$ cat config.mk
export PLATFORM = sky130hd
export DESIGN_NAME = fp_accum_seq
export DESIGN_NICKNAME = d
export VERILOG_FILES = /design/src/rtl/fp_accum_seq.sv
export SDC_FILE = /design/constraint.sdc
export NUM_CORES = 1
export LEC_CHECK = 0
export BUFFER_PORTS_ARGS = -buffer_cell sky130_fd_sc_hd__buf_2
export CAP_MARGIN = 20
export CORE_UTILIZATION = 51
export DETAILED_ROUTE_END_ITERATION = 12
export PLACE_DENSITY = 0.88
export SLEW_MARGIN = 20
export SYNTH_ARGS = -nofsm -noshare
export SYNTH_HDL_FRONTEND = slang
export SYNTH_SLANG_ARGS = --single-unit
$ cat constraint.sdc
create_clock -name clk -period 3.5 [get_ports clk]
set_input_delay 0.175 -clock clk [delete_from_list [all_inputs] [get_ports clk]]
set_output_delay 0.175 -clock clk [all_outputs]
set_load 0.01 [all_outputs]
$ cat src/rtl/fp_accum_seq.sv
// Streaming binary32 accumulator. It folds each packet into a running sum
// by driving an external multi-cycle adder over a start/done handshake.
module fp_accum_seq #(
    parameter int unsigned TIMEOUT = 64,
    parameter int unsigned CNT_W   = 16
) (
    input  logic             clk,
    input  logic             reset,
    input  logic             in_valid,
    input  logic [31:0]      in_data,
    input  logic             in_last,
    output logic             in_ready,
    output logic             out_valid,
    output logic [31:0]      out_data,
    output logic [CNT_W-1:0] out_count,
    output logic             out_error,
    input  logic             out_ready,
    output logic             add_start,
    output logic [31:0]      add_a,
    output logic [31:0]      add_b,
    input  logic [31:0]      add_sum,
    input  logic             add_done
);
    localparam int unsigned TW = (TIMEOUT > 2) ? $clog2(TIMEOUT) : 1;

    typedef enum logic [2:0] {
        IDLE,
        GATHER,
        ISSUE,
        WAIT,
        OUT,
        DRAIN
    } state_t;

    state_t           state;
    logic [31:0]      acc;
    logic [31:0]      opnd;
    logic [CNT_W-1:0] count;
    logic [TW-1:0]    timer;
    logic             err;
    logic             last_q;

    // acc and opnd are the adder operands and are held stable for the whole add
    assign add_a     = acc;
    assign add_b     = opnd;
    assign out_data  = acc;
    assign out_count = count;
    assign out_error = err;
    assign in_ready  = !reset && (state == IDLE || state == GATHER || state == DRAIN);

    always_ff @(posedge clk) begin
        if (reset) begin
            state     <= IDLE;
            acc       <= '0;
            opnd      <= '0;
            count     <= '0;
            timer     <= '0;
            err       <= 1'b0;
            last_q    <= 1'b0;
            out_valid <= 1'b0;
            add_start <= 1'b0;
        end else begin
            add_start <= 1'b0;
            case (state)
                IDLE: begin
                    // the first word seeds acc directly; no add against +0.0
                    if (in_valid) begin
                        acc    <= in_data;
                        count  <= CNT_W'(1);
                        err    <= 1'b0;
                        last_q <= in_last;
                        if (in_last) begin
                            state     <= OUT;
                            out_valid <= 1'b1;
                        end else begin
                            state <= GATHER;
                        end
                    end
                end
                GATHER: begin
                    if (in_valid) begin
                        opnd      <= in_data;
                        last_q    <= in_last;
                        add_start <= 1'b1;
                        state     <= ISSUE;
                    end
                end
                ISSUE: begin
                    timer <= '0;
                    state <= WAIT;
                end
                WAIT: begin
                    if (add_done) begin
                        acc <= add_sum;
                        if (count != '1)
                            count <= count + CNT_W'(1);
                        if (last_q) begin
                            state     <= OUT;
                            out_valid <= 1'b1;
                        end else begin
                            state <= GATHER;
                        end
                    end else if (timer == TW'(TIMEOUT - 1)) begin
                        err       <= 1'b1;
                        state     <= OUT;
                        out_valid <= 1'b1;
                    end else begin
                        timer <= timer + TW'(1);
                    end
                end
                OUT: begin
                    if (out_ready) begin
                        out_valid <= 1'b0;
                        state     <= (err && !last_q) ? DRAIN : IDLE;
                    end
                end
                DRAIN: begin
                    if (in_valid && in_last)
                        state <= IDLE;
                end
                default: state <= IDLE;
            endcase
        end
    end
endmodule

After elaboration in Yosys (flattened, before gate mapping)
Cells that the tools add are included.
{"block": "totals", "reg_bits": 93, "wordCells": 83}
{"block": "op_classes", "add_sub_neg": 2, "reduce_logical": 21, "bitwise_logic": 1, "eq_ne": 19, "n_mux": 31}
{"operator": "2-to-1 mux 32 bit", "n": 2}
{"operator": "one-hot mux 32 bit (2 select lines)", "n": 1}
{"operator": "2-to-1 mux 16 bit", "n": 3}
{"operator": "one-hot mux 16 bit (2 select lines)", "n": 1}
{"operator": "2-to-1 mux 3 bit", "n": 9}
{"operator": "inequality test 2 bit (second input constant)", "n": 9}
{"operator": "one-hot mux 3 bit (6 select lines)", "n": 1}
{"operator": "adder 16 x 1 -> 16 bit (second input constant)", "n": 1}
{"operator": "inequality test 16 bit (second input constant)", "n": 1}
{"operator": "2-to-1 mux 6 bit", "n": 2}
{"operator": "one-hot mux 6 bit (2 select lines)", "n": 1}
{"operator": "2-to-1 mux 1 bit", "n": 9}
{"operator": "AND reduction 4 bit", "n": 2}
{"operator": "adder 6 x 1 -> 6 bit (second input constant)", "n": 1}
{"operator": "== test 3 x 2 -> 1 bit (second input constant)", "n": 2}
{"operator": "== test 3 bit (second input constant)", "n": 2}
{"operator": "== test 6 bit (second input constant)", "n": 1}
{"operator": "inequality test 3 bit (second input constant)", "n": 2}
{"operator": "AND reduction 3 bit", "n": 2}
{"operator": "AND reduction 6 bit", "n": 1}
{"operator": "AND reduction 5 bit", "n": 1}
{"operator": "AND reduction 2 bit", "n": 2}
{"operator": "nonzero test 2 bit", "n": 2}
{"operator": "OR reduction 2 bit", "n": 2}
{"operator": "other kinds (10)", "n": 14}

Logic depth before layout (Yosys ltp)
Gate-level depths: netlist of the first run.
{"block": "logic_depth", "depth_word": 5, "depth_mapped": 7, "ltp_nobuf": 6}

Worst setup path before layout of the first run
Ideal clock, no wire load.
{"block": "synth_path", "path_kind": "reg2reg", "start": "reg count[0] (netlist: out_count[0])", "end": "reg count[11] (netlist: out_count[11])", "t_arrival_ns": 1.846, "required_ns": 3.430, "setup_ns": 0.070, "n_path_buf": 0, "setup_slack_ns": 1.584, "path_stages_with_launch": 7, "cell_sequence": "dfxtp_1 > ha_1 > and3_1 > and3_4 > a2111o_1 > or3_1 > a21oi_1"}
{"block": "synth_via", "elab_chain_cells": 4}
{"element": "start, declared", "line_no": "38", "rtl": "logic [CNT_W-1:0] count;"}
{"element": "start signal, assigned", "line_no": "96", "rtl": "count <= count + CNT_W'(1);"}
{"element": "adder 16 x 1 -> 16 bit", "line_no": "96"}
{"element": "2-to-1 mux 16 bit", "line_no": "95", "rtl": "if (count != '1)"}
{"element": "2-to-1 mux 16 bit", "line_no": "93", "rtl": "if (add_done) begin"}
{"element": "one-hot mux 16 bit (2 select lines)", "line_no": "64", "rtl": "case (state)"}
Parallel ways exist; a longest one is shown, timed or not. The select of a mux whose other input is x is not followed.
A chain may end at the register's enable or synchronous reset.

Worst setup path after layout of the first run
{"block": "layout_path", "start": "reg state[0]", "end": "reg count[6] (netlist: out_count[6])"}
{"block": "layout_via", "elab_chain_cells": 3}
{"element": "start, declared", "line_no": "35", "rtl": "state_t state;"}
{"element": "start signal, assigned", "line_no": "114", "rtl": "state <= (err && !last_q) ? DRAIN : IDLE;"}
{"element": "== test 3 x 2 -> 1 bit or zero test 3 bit (tied branches)", "line_no": "64"}
{"element": "inequality test 2 bit (no source line) or nonzero test 2 bit (tied branches)"}
{"element": "AND reduction 4 bit (no source line)"}
Parallel ways exist; a longest one is shown, timed or not.

==> flow_summary.json, run 1 <==
{
  "power_report.internal_total_w": 0.00182,
  "yosys.area_share.adder_pct": 0.581,
  "worst-slew-pin-transition_ns": 0.776,
  "rsz0062_at_grt": "false",
  "clockBufferDepth": 2,
  "maxSlewViolCount": 0,
  "r2r_cells": 5,
  "yosysWarningCount": 0,
  "mean_area_per_synthesized_cell_um2": 7.87,
  "min_period_ns": 2.54,
  "initial_core_util_pct": 52.7,
  "synth_cell_types": 51,
  "power_density_nw_per_um2": 530,
  "p_comb_share_pct": 27.5,
  "synth_cells": 547,
  "cellLeakagePower_nw": 2.35,
  "grt_max_degree": 43,
  "die-height_um": 93.9,
  "cts.repair.resized": 0,
  "worst_case_hold_path_end_point": "add_b[20]",
  "postRouteWirelength_um": 12000,
  "hold_buffers": 0,
  "via_count": 4447,
  "cp_max_fo": 30,
  "numCtsBuffers": 9,
  "worst-r2r-setup-slack_ns": 0.96,
  "fp.dieW_um": 93.9,
  "clock_insertion_delay_worst_skew_ns": 0.35,
  "design.die.area_um2": 8820,
  "core-area_um2": 8180,
  "synth.yosys.seq_area_share_pct": 43.2,
  "fin_area_um2": 5200,
  "switching_share_pct": 34.1,
  "n_antenna_cell": 0,
  "cell_depth_of_the_worst_hold_path": 3,
  "timing.hold.worst.start": "in_data[20]",
  "critical_path_start_type": "flop",
  "asyncSetResetFlopFracSynth_pct": 0,
  "critical_path_required_ns": 3.79,
  "antenna_violations_before_repair": 0,
  "synth_seq_cells": 93,
  "grt_pass1_wl_um": 18600,
  "crit_path_end_kind": "flop",
  "switching_power_w": 0.000940,
  "clk_pin_slew_worst_paths_ns": 0.10,
  "via_count_of_the_first_global_routing_pass": 3981,
  "finalSetupViolations": 0,
  "synthMuxAreaShare_pct": 0.465,
  "detail_route.drc_violations": 0,
  "setup.worst_path.class": "reg2reg",
  "final-hold-violation-count": 0,
  "synthFlopType": "dfxtp_1",
  "fin_skew_ns": 0.0143,
  "first_pass_iters": 5,
  "synth_top_family_by_area": "simple AND/OR/NAND/NOR gates",
  "drv_cap": 0,
  "grt_overflow": 0,
  "postSynthNetCount": 619,
  "layout.filler_cells": 689,
  "clk_root_buffer_cell": "clkbuf_8",
  "cts_sinks": 93,
  "layout.nets": 752,
  "port_buffers": 185,
  "pin_count": 186,
  "ant_nets": 0,
  "mappedNetlistArea_um2": 4310,
  "placement.cell_area_um2": 5000,
  "gp_congestion": 0.966,
  "cts_tree": "built",
  "sequential_group_share_of_total_power_pct": 46.9,
  "drt_first_iter_violations": 320,
  "timing.hold.worst.class": "in2reg",
  "grtUsageTotal_pct": 26.6,
  "clockPowerShare_pct": 25.6,
  "slew_headroom_pct": 48.3,
  "routed_wire_length_per_instance_um": 15.2,
  "setup-tns-final_ns": 0,
  "synth-edff-count": 0,
  "vdd_drop_max_mv": 0.255,
  "htree_num_levels": 3,
  "syn2layout_area_growth_pct": 20.7,
  "floorplan.rows": 33,
  "yosys.area_share.simple_pct": 27.5,
  "post_synth_xor_area_fraction_pct": 1.42,
  "timing.critical_path.arrival_ns": 2.83,
  "layout-drive-gt1-share_pct": 31.5,
  "critical_path.reg2reg.endpoint": "out_count[6]",
  "status": "complete, no violations",
  "dp_hpwl_um": 8710,
  "regToRegStartpoint": "state[0]",
  "post-cts-setup-buffer-count": 0,
  "final_clock_period_utilization_by_the_worst_path_pct": 72.6,
  "drt-vias-per-instance": 5.63,
  "f_max_mhz": 394,
  "synth_compound_area_share_pct": 17.3
}
sequential cells by signal, indices dropped and copies added (netlist names):
signal and flops:
add_b 32, out_count 16, timer 6, last_q 1, out_valid 1, add_start 1, out_error 1, add_a 32
state 3
Yosys cell counts (all sizes together) (4+ instances only):
| master | instances | area (um2) |
|---|---|---|
| a21oi | 44 | 220 |
| a311oi | 33 | 289 |
| and3 | 5 | 36.3 |
| buf | 48 | 324 |
| clkbuf | 20 | 75.1 |
| dfxtp | 93 | 1860 |
| nand2 | 139 | 524 |
| nand3 | 16 | 80.1 |
| nand3b | 4 | 30.0 |
| nand4 | 8 | 50.1 |
| nor2 | 59 | 221 |
| o21ai | 14 | 73.8 |
| or3 | 5 | 31.3 |
| xnor2 | 4 | 35.0 |
power groups by stage:
stage / logic [W] / clock network (W) / registers, W
floorplan: 0.000532 / 0 / 0.00133
detailed placement: 0.000755 / 0 / 0.00132
CTS: 0.000758 / 0.000719 / 0.00129
global placement: 0.000734 / 0 / 0.00131
finish: 0.000758 / 0.000705 / 0.00129
global route: 0.000840 / 0.000764 / 0.00131
critical path: stages, from the launching register on:
cell and delay [ns]:
dfxtp_1 0.69, and4b_1 0.39, or2_2 0.50, nand4_1 0.24, or4b_1 0.55, nand3_1 0.11
cells by family after synthesis:
group / Yosys count
and+or+nand+nor: 261
AOI/OAI and AO/OA: 111
DFF: 93
buffers and inverters: 71
xor gates and xnor gates: 7
muxes: 2
adders and majority gates: 2
final cells by class:
cell class | instances | area [um2] | area share, %
Tap cell | 105 | 131 | 2.53
Multi-Input combinational cell | 383 | 2040 | 39.2
Clock buffer | 11 | 131 | 2.53
Sequential cell | 93 | 1860 | 35.8
Timing Repair Buffer | 190 | 963 | 18.5
Clock inverter | 5 | 60.1 | 1.16
Inverter | 3 | 11.3 | 0.217
worst max path at each step:
stage,startpoint,end,cells past startpoint
floorplan,out_count[0],out_count[11],6
global placement,state[0],out_count[6],5
detailed placement,state[0],out_count[6],5
CTS,state[0],out_count[6],5
global route,state[0],add_a[15],5
finish,state[0],out_count[6],5
layer usage:
layer  global-route usage (%)  vias up  wire length, um
met2                     44.5      239             5820
met4                     11.0        0              276
met1                     32.8     2047             4810
li1                         -     2134                -
met3                     6.15       27             1060
met5                        0        -                0
placed cells by master, fill, tap and decap left out, types with 8 or more instances in the layout:
| master | count |
|---|---|
| dfxtp_1 | 93 |
| nand4_1 | 8 |
| a311oi_1 | 33 |
| clkbuf_8 | 9 |
| nand2_1 | 138 |
| a21oi_1 | 44 |
| buf_2 | 185 |
| nand3_1 | 16 |
| o21ai_0 | 13 |
| nor2_1 | 58 |
metrics by stage:
| stage | power, W | util [%] | instances | hold slack, ns | worst slack (ns) |
|---|---|---|---|---|---|
| global placement | 0.00204 | 61.2 | 774 | 0.421 | 1.09 |
| detailed placement | 0.00207 | 61.2 | 774 | 0.404 | 1.04 |
| global route | 0.00291 | 63.6 | 790 | 0.0386 | 0.800 |
| finish | 0.00275 | 63.6 | 790 | 0.0608 | 0.959 |
| floorplan | 0.00186 | - | 547 | 0.290 | 1.58 |
| CTS | 0.00277 | 63.6 | 790 | 0.0371 | 0.999 |
Note: power is estimated with default switching activity, not from simulation.
==> run 2, diff against run 1 <==
- CORE_UTILIZATION: 51 -> 48
- PLACE_DENSITY: 0.88 -> 0.84
- clock period: 3.5 -> 2.6 ns (I/O delays scaled with it)
==> run 2 against run 1 <==
Sequential cell count did not move. Critical endpoint is now out_count[11]. Clock-buffer cell count is 1 lower. Non-clock buffer count is 4 higher.
==> flow_summary.json, run 2 (synthesis results as in run 1) <==
{
  "port_buffers": 185,
  "numCtsBuffers": 9,
  "cp_max_fo": 17,
  "n_antenna_cell": 0,
  "grtUsageTotal_pct": 24.2,
  "antenna_violations_before_repair": 0,
  "sequential_group_share_of_total_power_pct": 46.7,
  "layout.nets": 756,
  "final_clock_period_utilization_by_the_worst_path_pct": 85.6,
  "drt_first_iter_violations": 237,
  "worst-slew-pin-transition_ns": 0.721,
  "ant_nets": 0,
  "post-cts-setup-buffer-count": 0,
  "clockBufferDepth": 2,
  "slew_headroom_pct": 51.9,
  "dp_hpwl_um": 8520,
  "htree_num_levels": 3,
  "regToRegStartpoint": "state[0]",
  "critical-path-max-stage-delay_ns": 0.73,
  "fin_skew_ns": 0.0112,
  "design.die.area_um2": 9350,
  "detail_route.drc_violations": 0,
  "drt-vias-per-instance": 5.58,
  "core-area_um2": 8720,
  "via_count_of_the_first_global_routing_pass": 3906,
  "layout.cells.most_common_list": "185 x buf_2, 138 x nand2_1, 93 x dfxtp_1",
  "timing.critical_path.arrival_ns": 2.51,
  "power_report.internal_total_w": 0.00245,
  "gp_congestion": 0.925,
  "setup.worst_path.class": "reg2reg",
  "critical_path_start_type": "flop",
  "clk_pin_slew_worst_paths_ns": 0.10,
  "f_max_mhz": 449,
  "syn2layout_area_growth_pct": 21.7,
  "power_density_nw_per_um2": 710,
  "min_period_ns": 2.23,
  "setup-tns-final_ns": 0,
  "critical_path_required_ns": 2.89,
  "die-height_um": 96.7,
  "cts_tree": "built",
  "final-hold-violation-count": 0,
  "postRouteWirelength_um": 11700,
  "crit_chain": "and4b_1 -> nor2_1 -> a2111o_1 -> or3_1 -> a21oi_1",
  "fp.dieW_um": 96.7,
  "layout-drive-gt1-share_pct": 31.8,
  "cts.repair.resized": 0,
  "clockPowerShare_pct": 25.6,
  "timing.hold.worst.start": "in_data[3]",
  "p_comb_share_pct": 27.7,
  "via_count": 4445,
  "initial_core_util_pct": 49.4,
  "drv_cap": 0,
  "grt_pass1_wl_um": 18700,
  "status": "complete, no violations",
  "layout.filler_cells": 789,
  "clk_root_buffer_cell": "clkbuf_8",
  "switching_power_w": 0.00127,
  "cpMaxStageDelayCell": "dfxtp_1",
  "cts_sinks": 93,
  "crit_path_end_kind": "flop",
  "first_pass_iters": 5,
  "maxSlewViolCount": 0,
  "routed_wire_length_per_instance_um": 14.7,
  "pin_count": 186,
  "cellLeakagePower_nw": 2.37,
  "floorplan.rows": 34,
  "fin_area_um2": 5240,
  "placement.cell_area_um2": 5040,
  "clock_insertion_delay_worst_skew_ns": 0.35,
  "vdd_drop_max_mv": 0.331,
  "final_common_cell": "buf_2",
  "grt_overflow": 0,
  "rsz0062_at_grt": "false",
  "switching_share_pct": 34.1,
  "timing.hold.worst.class": "in2reg",
  "grt_max_degree": 47,
  "critPathLaunch": "state[0]",
  "finalSetupViolations": 0
}
==> run 2: critical path: cells and delay by family (launching register included) <==
kind | cells | cell delay (ns)
AOI/OAI and AO/OA | 2 | 0.54
and+or+nand+nor | 3 | 0.88
DFF | 1 | 0.73
==> run 2: layer usage <==
layer	track usage (%)	wire, um
met4	6.08	146
met2	41.0	5750
met1	31.0	4860
met3	5.64	964
met5	0	0
==> run 2: area by class of cell <==
cell class | count | area [um2] | share of cell area, %
multi-input cells | 383 | 2040 | 38.9
inverters | 3 | 11.3 | 0.215
well taps | 108 | 135 | 2.58
repair buffers | 194 | 1010 | 19.2
clock buffers | 10 | 128 | 2.43
clock inverters | 5 | 61.3 | 1.17
flip-flops and latches | 93 | 1860 | 35.5
==> run 2: stage by stage <==
step           hold WS (ns)  setup slack [ns]  utilization (%)  power, W  std cells
2_1_floorplan         0.245             0.684                -   0.00251        547
3_3_place_gp          0.357             0.556             57.8   0.00276        780
3_5_place_dp          0.354             0.408             57.8   0.00280        780
4_1_cts             0.00506             0.409             60.1   0.00374        796
5_1_grt             0.00826             0.216             60.1   0.00393        796
6_report             0.0163             0.374             60.1   0.00372        796
==> run 2: final timing paths <==
path	end	slack, ns	cells past startpoint
hold reg to reg	add_b[31]	0.45	2
hold / removal	add_b[3]	0.02	3
setup / recovery	out_count[11]	0.37	5
setup reg to reg	out_count[11]	0.37	5
==> run 2: repair_timing <==
item,in CTS,in global routing
hold buffers,1,0
setup endpoints to repair,0,0
endpoints found under the hold margin,1,0
==> run 2: power groups by stage <==
| stage | Combinational, W | Sequential (W) | Clock [W] |
|---|---|---|---|
| floorplan | 0.000716 | 0.00179 | 0 |
| global placement | 0.00100 | 0.00176 | 0 |
| detailed placement | 0.00103 | 0.00177 | 0 |
| CTS | 0.00103 | 0.00174 | 0.000969 |
| global route | 0.00112 | 0.00176 | 0.00104 |
| finish | 0.00103 | 0.00174 | 0.000954 |
